File: config.mk
export PLATFORM = sky130hd
export DESIGN_NAME = dff_bank_arbiter
export DESIGN_NICKNAME = d
export VERILOG_FILES = /design/src/rtl/dff_arb_pkg.sv /design/src/rtl/dff_bank_arbiter_rr_pick.sv /design/src/rtl/dff_bank_arbiter.sv
export SDC_FILE = /design/constraint.sdc
export NUM_CORES = 1
export LEC_CHECK = 0
export BUFFER_PORTS_ARGS = -buffer_cell sky130_fd_sc_hd__buf_4
export CAP_MARGIN = 20
export CORE_MARGIN = 2
export CORE_UTILIZATION = 42
export CTS_CLUSTER_SIZE = 20
export DETAILED_ROUTE_END_ITERATION = 8
export HOLD_SLACK_MARGIN = 0.12
export PLACE_DENSITY = 0.79
export SYNTH_ARGS = -nofsm -noshare
export SYNTH_HDL_FRONTEND = slang
export SYNTH_SLANG_ARGS = --single-unit
File: constraint.sdc
create_clock -name CLK -period 1.9 [get_ports CLK]
set_input_delay 0.38 -clock CLK [delete_from_list [all_inputs] [get_ports CLK]]
set_output_delay 0.38 -clock CLK [all_outputs]
set_load 0.01 [all_outputs]
File: src/rtl/dff_arb_pkg.sv
// Shared types and default sizing for the round-robin register-bank arbiter.
package dff_arb_pkg;

    // Arbiter FSM encoding; 2'd3 is unused and recovers to IDLE.
    typedef enum logic [1:0] {
        IDLE    = 2'd0,
        GRANT   = 2'd1,
        RELEASE = 2'd2
    } state_e;

    localparam int DEF_NREQ  = 4;
    localparam int DEF_WIDTH = 8;

endpackage

File: src/rtl/dff_bank_arbiter_rr_pick.sv
// Combinational round-robin search: first set req bit starting at ptr, wrapping.
module rr_pick #(
    parameter int NREQ = 4,
    parameter int IDXW = $clog2(NREQ)
) (
    input  logic [NREQ-1:0] req,
    input  logic [IDXW-1:0] ptr,
    output logic            any,
    output logic [IDXW-1:0] idx
);

    logic [IDXW:0]   sum;
    logic [IDXW-1:0] cand;

    // Walk offsets from farthest to nearest so the nearest hit to ptr wins last.
    always_comb begin
        any  = 1'b0;
        idx  = '0;
        sum  = '0;
        cand = '0;
        for (int k = NREQ - 1; k >= 0; k--) begin
            sum = {1'b0, ptr} + (IDXW + 1)'(k);
            if (sum >= (IDXW + 1)'(NREQ))
                sum = sum - (IDXW + 1)'(NREQ);
            cand = sum[IDXW-1:0];
            if (req[cand]) begin
                any = 1'b1;
                idx = cand;
            end
        end
    end

endmodule

File: src/rtl/dff_bank_arbiter.sv
// Round-robin arbiter that lets NREQ requesters take turns writing one shared register.
module dff_bank_arbiter
    import dff_arb_pkg::*;
#(
    parameter int NREQ  = DEF_NREQ,
    parameter int WIDTH = DEF_WIDTH,
    parameter int IDXW  = $clog2(NREQ)
) (
    input  logic                  CLK,
    input  logic                  reset,
    input  logic [NREQ-1:0]       req,
    input  logic [NREQ*WIDTH-1:0] wdata,
    output logic [NREQ-1:0]       gnt,
    output logic [IDXW-1:0]       owner,
    output logic                  wr_done,
    output logic                  busy,
    output logic [WIDTH-1:0]      Q
);

    state_e          state_q, state_d;
    logic [IDXW-1:0] owner_q, ptr_q;
    logic [WIDTH-1:0] q_q;
    logic            pick_any;
    logic [IDXW-1:0] pick_idx;
    logic [WIDTH-1:0] slice [NREQ];

    rr_pick #(.NREQ(NREQ), .IDXW(IDXW)) u_pick (
        .req (req),
        .ptr (ptr_q),
        .any (pick_any),
        .idx (pick_idx)
    );

    // Unpack the flat write bus into per-requester slices.
    always_comb begin
        for (int i = 0; i < NREQ; i++)
            slice[i] = wdata[i*WIDTH +: WIDTH];
    end

    // FSM state register.
    always_ff @(posedge CLK or negedge reset) begin
        if (!reset) state_q <= IDLE;
        else        state_q <= state_d;
    end

    // FSM next state: GRANT and RELEASE each last exactly one cycle.
    always_comb begin
        state_d = IDLE;
        case (state_q)
            IDLE:    state_d = pick_any ? GRANT : IDLE;
            GRANT:   state_d = RELEASE;
            RELEASE: state_d = IDLE;
            default: state_d = IDLE;
        endcase
    end

    // FSM outputs, decoded purely from registered state so req never reaches gnt directly.
    always_comb begin
        gnt     = '0;
        wr_done = (state_q == RELEASE);
        busy    = (state_q != IDLE);
        if (state_q == GRANT)
            gnt[owner_q] = 1'b1;
    end

    // Datapath: latch winner in IDLE, commit data at GRANT close, rotate priority in RELEASE.
    always_ff @(posedge CLK or negedge reset) begin
        if (!reset) begin
            owner_q <= '0;
            ptr_q   <= '0;
            q_q     <= '0;
        end else begin
            if (state_q == IDLE && pick_any)
                owner_q <= pick_idx;
            if (state_q == GRANT)
                q_q <= slice[owner_q];
            if (state_q == RELEASE)
                ptr_q <= (owner_q == IDXW'(NREQ - 1)) ? '0 : owner_q + 1'b1;
        end
    end

    assign owner = owner_q;
    assign Q     = q_q;

endmodule

==> run metrics, run 1 <==
Seq/Total Area, Yosys 0.401; HP Class input pin to flop; Reg2Reg Depth 3; CORE AREA around 2000 um^2; PortBufs 53; Max-cap violations 0; final critical-path share of the clock period 0.899; total CTS buffers 3; CTS sink cnt 14; yosys warns 0; placer congestion estimate 0.807; Initial DRC Count 10; min-delay src req[1]; Tot GR Track Use 0.211; Comb power frac 0.596; hpwl dp 1830 um; Seq pwr share 0.292; first-pass GRT wire length 3840 um; P_int approximately 1.3 mW; post-synthesis instance total 66; clock share of power 0.112; synth unique cells 22; Setup TNS Final 0 ns; async set-reset flop share out of synthesis 1.00; CP Max Fanout 7; worst reg2reg startpoint owner[0]; WL/cell 15.0 um; Core Rows 16; type of origin of the critical path flop; layout cells sized above 1 0.645; RSZ-0062 raised after global routing false; Clock Skew 0.00462 ns; ANT nets after route 0; Layout area overhead 55.4%; fill cell total of the finished layout 154; flop-to-flop setup slack 0.45 ns; root buffer cell clkbuf_4; most common cell after layout, fill and taps aside buf_4; status completed; Final setup viols 0; Final Critical Period ~1.7 ns; vias per inst 5.21; I/O Pins 54; Clock Path Buffers 2; initial antenna violation count 0; final hold vios 0; drc violations 0; WS Path Type flop to output port; drt first pass iters 4; Final nets 167; critical path arrival 1.33 ns; Mean Syn Cell Area between 10 and 15 um^2; ys flop type dfrtp_1; Total Wirelength 2270 um; vias in the first global route 792; FMAX 0.585 GHz; Worst Path Required 1.52 ns; Synth Register Bits 14; worst vdd ir between 0.0009 and 0.001 V; Slew HR 0.685; die width roughly 50 um; post-CTS setup buffer count 0; sw frac 0.352; clock transition at the registers of the reported paths around 0.09 ns; Mapped Nets 108; Static Leakage 0.651 nW; Post-synth EDFFs 0; die area between 2000 and 2500 um^2; worst skew pair latency 0.28 ns; most frequent cells in the layout 57 x buf_4, 14 x dfrtp_1, 9 x mux2_2, 8 x mux4_2; Initial Util 0.446; critical path endpoint category output port; Place WS 0.445 ns; post-CTS resize count 0; Worst Hold Depth 3; reg2reg end Q[1]; Synth Cell Area 875 um^2; setup slack after layout about 0.19 ns; P_sw ~700 uW; CTS tree yes; die height 49.6 um; PwrDens 1420 nW/um^2; Final Max Tran Viols 0; WHS Endpoint state_q[0]; Worst Tran Pin Value roughly 0.47 ns; aggregate global routing overflow 0; # hold bufs at CTS 1; routed vias around 790; # diodes 0; H-tree Lvls 1; largest net degree at the start of global routing 15
==> cell usage after synthesis (2+ instances only) <==
| master | n | area (um^2) |
|---|---|---|
| ha_1 | 4 | 50.1 |
| mux4_2 | 8 | 180 |
| mux2_2 | 9 | 101 |
| nand2b_1 | 4 | 25.0 |
| nor2b_1 | 2 | 12.5 |
| clkbuf_1 | 2 | 7.51 |
| a21oi_1 | 3 | 15.0 |
| and2_1 | 4 | 25.0 |
| dfrtp_1 | 14 | 350 |
| nor2_1 | 2 | 7.51 |
| inv_1 | 3 | 11.3 |
==> worst max-delay path by stage <==
| stage | startpoint | endpoint | slack [ns] | cells past startpoint |
|---|---|---|---|---|
| 4_1_cts | state_q[1] | gnt[1] | 0.17 | 3 |
| 5_1_grt | state_q[1] | gnt[0] | 0.07 | 3 |
| 2_1_floorplan | owner[1] | gnt[1] | 0.35 | 4 |
| 6_report | state_q[1] | gnt[1] | 0.19 | 3 |
| 3_5_place_dp | owner[0] | Q[1] | 0.44 | 3 |
| 3_3_place_gp | owner[0] | Q[7] | 0.47 | 3 |
==> layout make-up <==
cell class                      count  area, um^2  share of cell area
Timing Repair Buffer               58         438               0.322
Clock buffer                        4        36.3              0.0267
Multi-Input combinational cell     45         489               0.360
Inverter                            3        11.3             0.00829
Tap cell                           27        33.8              0.0249
Sequential cell                    14         350               0.258
==> kinds of logic (layout without fill, tap and decap cells) <==
group / Yosys count / in the layout / share of synthesized area
simple gates: 14 / 14 / 0.0944
fa+ha+maj: 4 / 4 / 0.0572
buf+inv: 7 / 65 / 0.0401
compound gates: 9 / 9 / 0.0687
flops: 14 / 14 / 0.401
mux: 18 / 18 / 0.339
==> worst max-delay path, stage by stage, from the launching register on <==
cell	delay (ns)
dfrtp_1	0.40
nor2b_1	0.33
and2_1	0.20
buf_4	0.12
==> through the flow <==
step	utilization	cells	power, mW	hold WS, ns	instance area [um^2]
global route	0.693	151	2.07	0.425	1360
CTS	0.693	151	1.95	0.417	1360
detailed placement	0.669	146	1.73	0.240	1310
floorplan	-	66	1.26	0.0844	875
finish	0.693	151	1.93	0.424	1360
global placement	0.669	146	1.69	0.235	1310
==> sequential cells by signal, indices dropped and copies added, names as in the netlist <==
signal	count
Q	8
ptr_q	2
owner	2
state_q	2
==> power by group through the flow <==
stage	Clock [mW]	Combinational (mW)	Sequential [mW]
floorplan	0	0.665	0.600
CTS	0.222	1.17	0.563
detailed placement	0	1.16	0.570
finish	0.217	1.15	0.563
global placement	0	1.13	0.559
global route	0.236	1.25	0.587
==> per-layer routing <==
metal	track usage	share of wire	up-vias
li1	-	-	362
met1	0.243	0.39	391
met2	0.364	0.53	31
met3	0.0545	0.059	2
met4	0.0972	0.012	0
met5	0	0	-
Power figures use the tool's default switching activity.
==> run 2: changes to the inputs <==
Settings changed: CTS_BUF_LIST set to sky130_fd_sc_hd__clkbuf_16.
==> run 2 against run 1 <==
  * Clock power rose by 83%
  * Cell area rose by 3.1%
  * Sequential cell count did not move
  * Critical path type unchanged
==> run metrics, run 2 (synthesis results as in run 1) <==
Final Critical Period 1.70 ns (-0.00965 ns); WL/cell 15.3 um (+1.5%); Initial Util 0.446 (unchanged); Setup TNS Final 0 ns (unchanged); critical path endpoint category output port; final hold vios 0 (unchanged); I/O Pins 54 (unchanged); FMAX 0.589 GHz (+0.57%); total CTS buffers 3 (unchanged); Static Leakage 0.668 nW (+2.7%); most common cell after layout, fill and taps aside buf_4; HP Class input pin to flop; WL met2 1240 um (+2.2%); PwrDens 1510 nW/um^2 (+6.5%); CTS tree yes; post-CTS resize count 0 (unchanged); Total Wirelength 2310 um (+1.5%); root buffer cell clkbuf_16; most frequent cells in the layout 57 x buf_4, 14 x dfrtp_1, 9 x mux2_2, 8 x mux4_2; # diodes 0 (unchanged); crit-path cells nor2b_1 > and2_1 > buf_4; status completed; vias in the first global route 811 (+2.4%); largest net degree at the start of global routing 15 (unchanged); initial antenna violation count 0 (unchanged); die width 49.6 um (unchanged); Clock Skew 0.00159 ns (-0.00304 ns); first-pass GRT wire length 3810 um (-0.91%); max reg flops 8 (unchanged); Final Max Tran Viols 0 (unchanged); Worst Tran Pin Value 0.468 ns (-0.000456 ns); fill cell total of the finished layout 151 (-1.9%); H-tree Lvls 1 (unchanged); M1 WL 928 um (+3.6%); worst vdd ir 0.000792 V (-17%); Final nets 167 (unchanged); Tot GR Track Use 0.206 (-0.00521); Core Rows 16 (unchanged); final critical-path share of the clock period 0.894 (-0.00508); CORE AREA 1960 um^2 (unchanged); aggregate global routing overflow 0 (unchanged); total power 2.12 mW (+9.8%); WS Path Type flop to output port; CP peak stage delay 0.39 ns (about the same); RSZ-0062 raised after global routing false; CP Max Fanout 7 (unchanged); Hold WS 0.468 ns (+0.0449 ns); post-CTS setup buffer count 0 (unchanged); ANT nets after route 0 (unchanged); CTS sink cnt 14 (unchanged); Layout area overhead 60.2%; top sig layer met4; type of origin of the critical path flop; layout cells sized above 1 0.637 (-0.00806); die height 49.6 um (unchanged); flop-to-flop setup slack 0.44 ns (about the same); drt first pass iters 3 (-1); PortBufs 53 (unchanged); critical path arrival 1.32 ns (about the same); # hold bufs at CTS 1 (unchanged); hpwl dp 1830 um (unchanged); Final setup viols 0 (unchanged); Crit-path slowest cell dfrtp_1; die area 2460 um^2 (unchanged); placer congestion estimate 0.807 (unchanged); vias per inst 5.17 (-0.64%); Initial DRC Count 7 (-3); Clock Path Buffers 2 (unchanged); Slew HR 0.685 (about the same); worst skew pair latency 0.24 ns (-0.04 ns); routed vias 781 (-0.64%); met3 WL 119 um (-11%); clock transition at the registers of the reported paths 0.05 ns (-0.04 ns); Worst Path Required 1.52 ns (about the same); drc violations 0 (unchanged); Max-cap violations 0 (unchanged); Util after Layout 0.714 (+0.0217)
-- run 2: cell count changes in the layout (fill, tap and decap cells not counted), sizes merged --
cell / before / now
clkbuf: 4 / 3
clkinv: 0 / 1
-- run 2: report_power, final --
part	switching, mW	leakage, nW	internal (mW)
Clock	0.120	0.0385	0.278
Combinational	0.475	0.464	0.680
Sequential	0.109	0.166	0.457
Total	0.705	0.668	1.42
-- run 2: final timing paths --
path / endpoint / start / depth (start not counted)
worst max register to register: Q[5] / state_q[1] / 3
worst min register to register: Q[7] / Q[7] / 1
max in group asynchronous: Q[5] / reset / 2
worst min-delay path: state_q[0] / req[1] / 3
min in group asynchronous: Q[7] / reset / 2
worst max-delay path: gnt[3] / state_q[1] / 3
-- run 2: area by class of cell --
class,count,area [um^2],area share
clock buffer,3,75.1,0.0536
sequential,14,350,0.250
tap,27,33.8,0.0241
multi-input combinational,45,489,0.349
timing repair buffer,58,438,0.313
clock inverter,1,3.75,0.00268
inverter,3,11.3,0.00804
-- run 2: metrics by stage --
step / setup slack (ns) / std cells / instance area (um^2)
after global placement: 0.470 / 146 / 1310
after CTS: 0.197 / 151 / 1400
after detailed placement: 0.445 / 146 / 1310
after global routing: 0.135 / 151 / 1400
after floorplan: 0.354 / 66 / 875
final: 0.201 / 151 / 1400
-- run 2: critical path: cells and delay by family, from the launching register on --
family,cells,cell delay (ns)
DFF,1,0.39
buffers and inverters,1,0.13
and+or+nand+nor,2,0.56
-- run 2: routing by layer --
layer	global-route usage	up-vias
met5	0	-
met4	0.0972	0
met3	0.0273	2
met2	0.380	27
met1	0.231	387
li1	-	365
==> run 3: changes to the inputs <==
Settings changed: CORE_MARGIN 2 to unset.
==> run 3 against run 2 <==
  * Clock-buffer cell count is the same
  * Critical path depth stayed put
  * Non-clock buffer count fell by 1
  * Wire length fell by 11%
  * Total power is 2.2% lower
  * Via count fell by 4.4%
  * Clock power shrank 3%
  * Sequential power about the same
  * Sequential cell count stayed put
  * Highest routed layer unchanged
  * Hold slack improved by 0.037 ns
  * Maximum frequency down 4.0%
==> run metrics, run 3 (synthesis results as in run 1) <==
Comb power frac 0.541 (-0.004); Tot GR Track Use 0.197 (-0.00920); largest net degree at the start of global routing 15 (unchanged); aggregate global routing overflow 0 (unchanged); sw frac 0.326 (-0.00671); placer congestion estimate 0.755 (-6.5%); total CTS buffers 3 (unchanged); drc violations 0 (unchanged); FMAX 0.565 GHz (-4.0%); die height 47.6 um (-4.0%); HP Class flop to flop; PwrDens 1490 nW/um^2 (-1.4%); most frequent cells in the layout 56 x buf_4, 14 x dfrtp_1, 9 x mux2_2, 8 x mux4_2; CTS sink cnt 14 (unchanged); layout cells sized above 1 0.639 (+0.00225); Util after Layout 0.709 (-0.00574); clock share of power 0.187 (about the same); first-pass GRT wire length 2960 um (-22%); # diodes 0 (unchanged); Initial DRC Count 3 (-4); ANT nets after route 0 (unchanged); root buffer cell clkbuf_16; die area 2270 um^2 (-7.9%); Total Wirelength 2050 um (-11%); CP peak stage delay 0.42 ns (+0.03 ns); clock transition at the registers of the reported paths 0.04 ns (about the same); I/O Pins 54 (unchanged); most common cell after layout, fill and taps aside buf_4; H-tree Lvls 1 (unchanged); routed vias 747 (-4.4%); flop-to-flop setup slack 0.37 ns (-0.07 ns); fill cell total of the finished layout 148 (-2.0%); max reg flops 8 (unchanged); Clock Path Buffers 2 (unchanged); hpwl dp 1660 um (-8.9%); RSZ-0062 raised after global routing false; type of origin of the critical path flop; worst skew pair latency 0.24 ns (about the same); die width 47.6 um (-4.0%); critical path arrival 1.39 ns (+0.07 ns); PortBufs 53 (unchanged); Setup TNS Final 0 ns (unchanged); Final setup viols 0 (unchanged); Hold WS 0.506 ns (+0.0373 ns); crit-path cells nor2b_1 > and2_1 > buf_4; status completed; final hold vios 0 (unchanged); initial antenna violation count 0 (unchanged); Static Leakage 0.662 nW (-0.98%); Layout area overhead 58.9%; vias in the first global route 667 (-18%); CTS tree yes; Slew HR 0.659 (-0.0262); Worst Tran Pin Value 0.510 ns (+0.0425 ns); Seq pwr share 0.272 (+0.005); Crit-path slowest cell nor2b_1; Final nets 166 (-0.60%); worst vdd ir 0.00100 V (+27%); P_int 1.40 mW (-1.2%); critical path endpoint category output port; vias per inst 5.01 (-3.1%); final critical-path share of the clock period 0.931 (+0.0370); Clock Skew 0.00229 ns (+0.000698 ns); WL/cell 13.8 um (-9.9%); Final Critical Period 1.77 ns (+0.0703 ns); WS Path Type flop to output port; CORE AREA 1960 um^2 (unchanged); Final Max Tran Viols 0 (unchanged); Max-cap violations 0 (unchanged); Worst Path Required 1.52 ns (about the same); Initial Util 0.446 (unchanged); CP Max Fanout 8 (+1); total power 2.07 mW (-2.2%); drt first pass iters 4 (+1); P_sw 675 uW (-4.2%); Core Rows 16 (unchanged)
-- run 3: what timing repair did --
item                                    CTS  global route
hold buffers                              1             0
setup buffers                             0             0
endpoints found under the setup margin    0             0
hold endpoints to repair                 14             0
resized for setup                         0             0
-- run 3: stage by stage --
stage	instances	setup slack, ns	area, um^2
after floorplan	66	0.354	875
after global placement	145	0.413	1310
after detailed placement	145	0.374	1310
after CTS	149	0.115	1390
after global routing	149	0.0110	1390
final	149	0.131	1390
-- run 3: worst paths after layout --
check                           startpoint  endpoint  depth (start not counted)
worst max-delay path            state_q[1]    gnt[2]                          3
worst min-delay path                  Q[2]      Q[2]                          1
worst max register to register  state_q[1]      Q[0]                          3
worst min register to register        Q[2]      Q[2]                          1
max in group asynchronous            reset  owner[1]                          2
min in group asynchronous            reset      Q[7]                          2
-- run 3: per-layer routing --
layer	wire length, um	GRT usage
met1	789	0.230
met2	1070	0.332
met3	160	0.0642
met4	27	0.0833
met5	0	0
-- run 3: final cells by class --
cell class,instances,area (um^2),share of cell area
Inverter,3,11.3,0.00810
Tap cell,27,33.8,0.0243
Clock buffer,3,75.1,0.0540
Sequential cell,14,350,0.252
Timing Repair Buffer,57,430,0.310
Multi-Input combinational cell,45,489,0.352
-- run 3: critical path: cells and delay by family (launching register included) --
| family | cells | cell delay, ns |
|---|---|---|
| simple gates | 2 | 0.64 |
| flops | 1 | 0.39 |
| buf+inv | 1 | 0.12 |
-- run 3: power by group through the flow --
stage | sequential (mW) | combinational [mW] | clock (mW)
3_5_place_dp | 0.569 | 1.13 | 0
2_1_floorplan | 0.600 | 0.665 | 0
3_3_place_gp | 0.558 | 1.12 | 0
5_1_grt | 0.590 | 1.23 | 0.407
4_1_cts | 0.565 | 1.14 | 0.394
6_report | 0.565 | 1.12 | 0.387
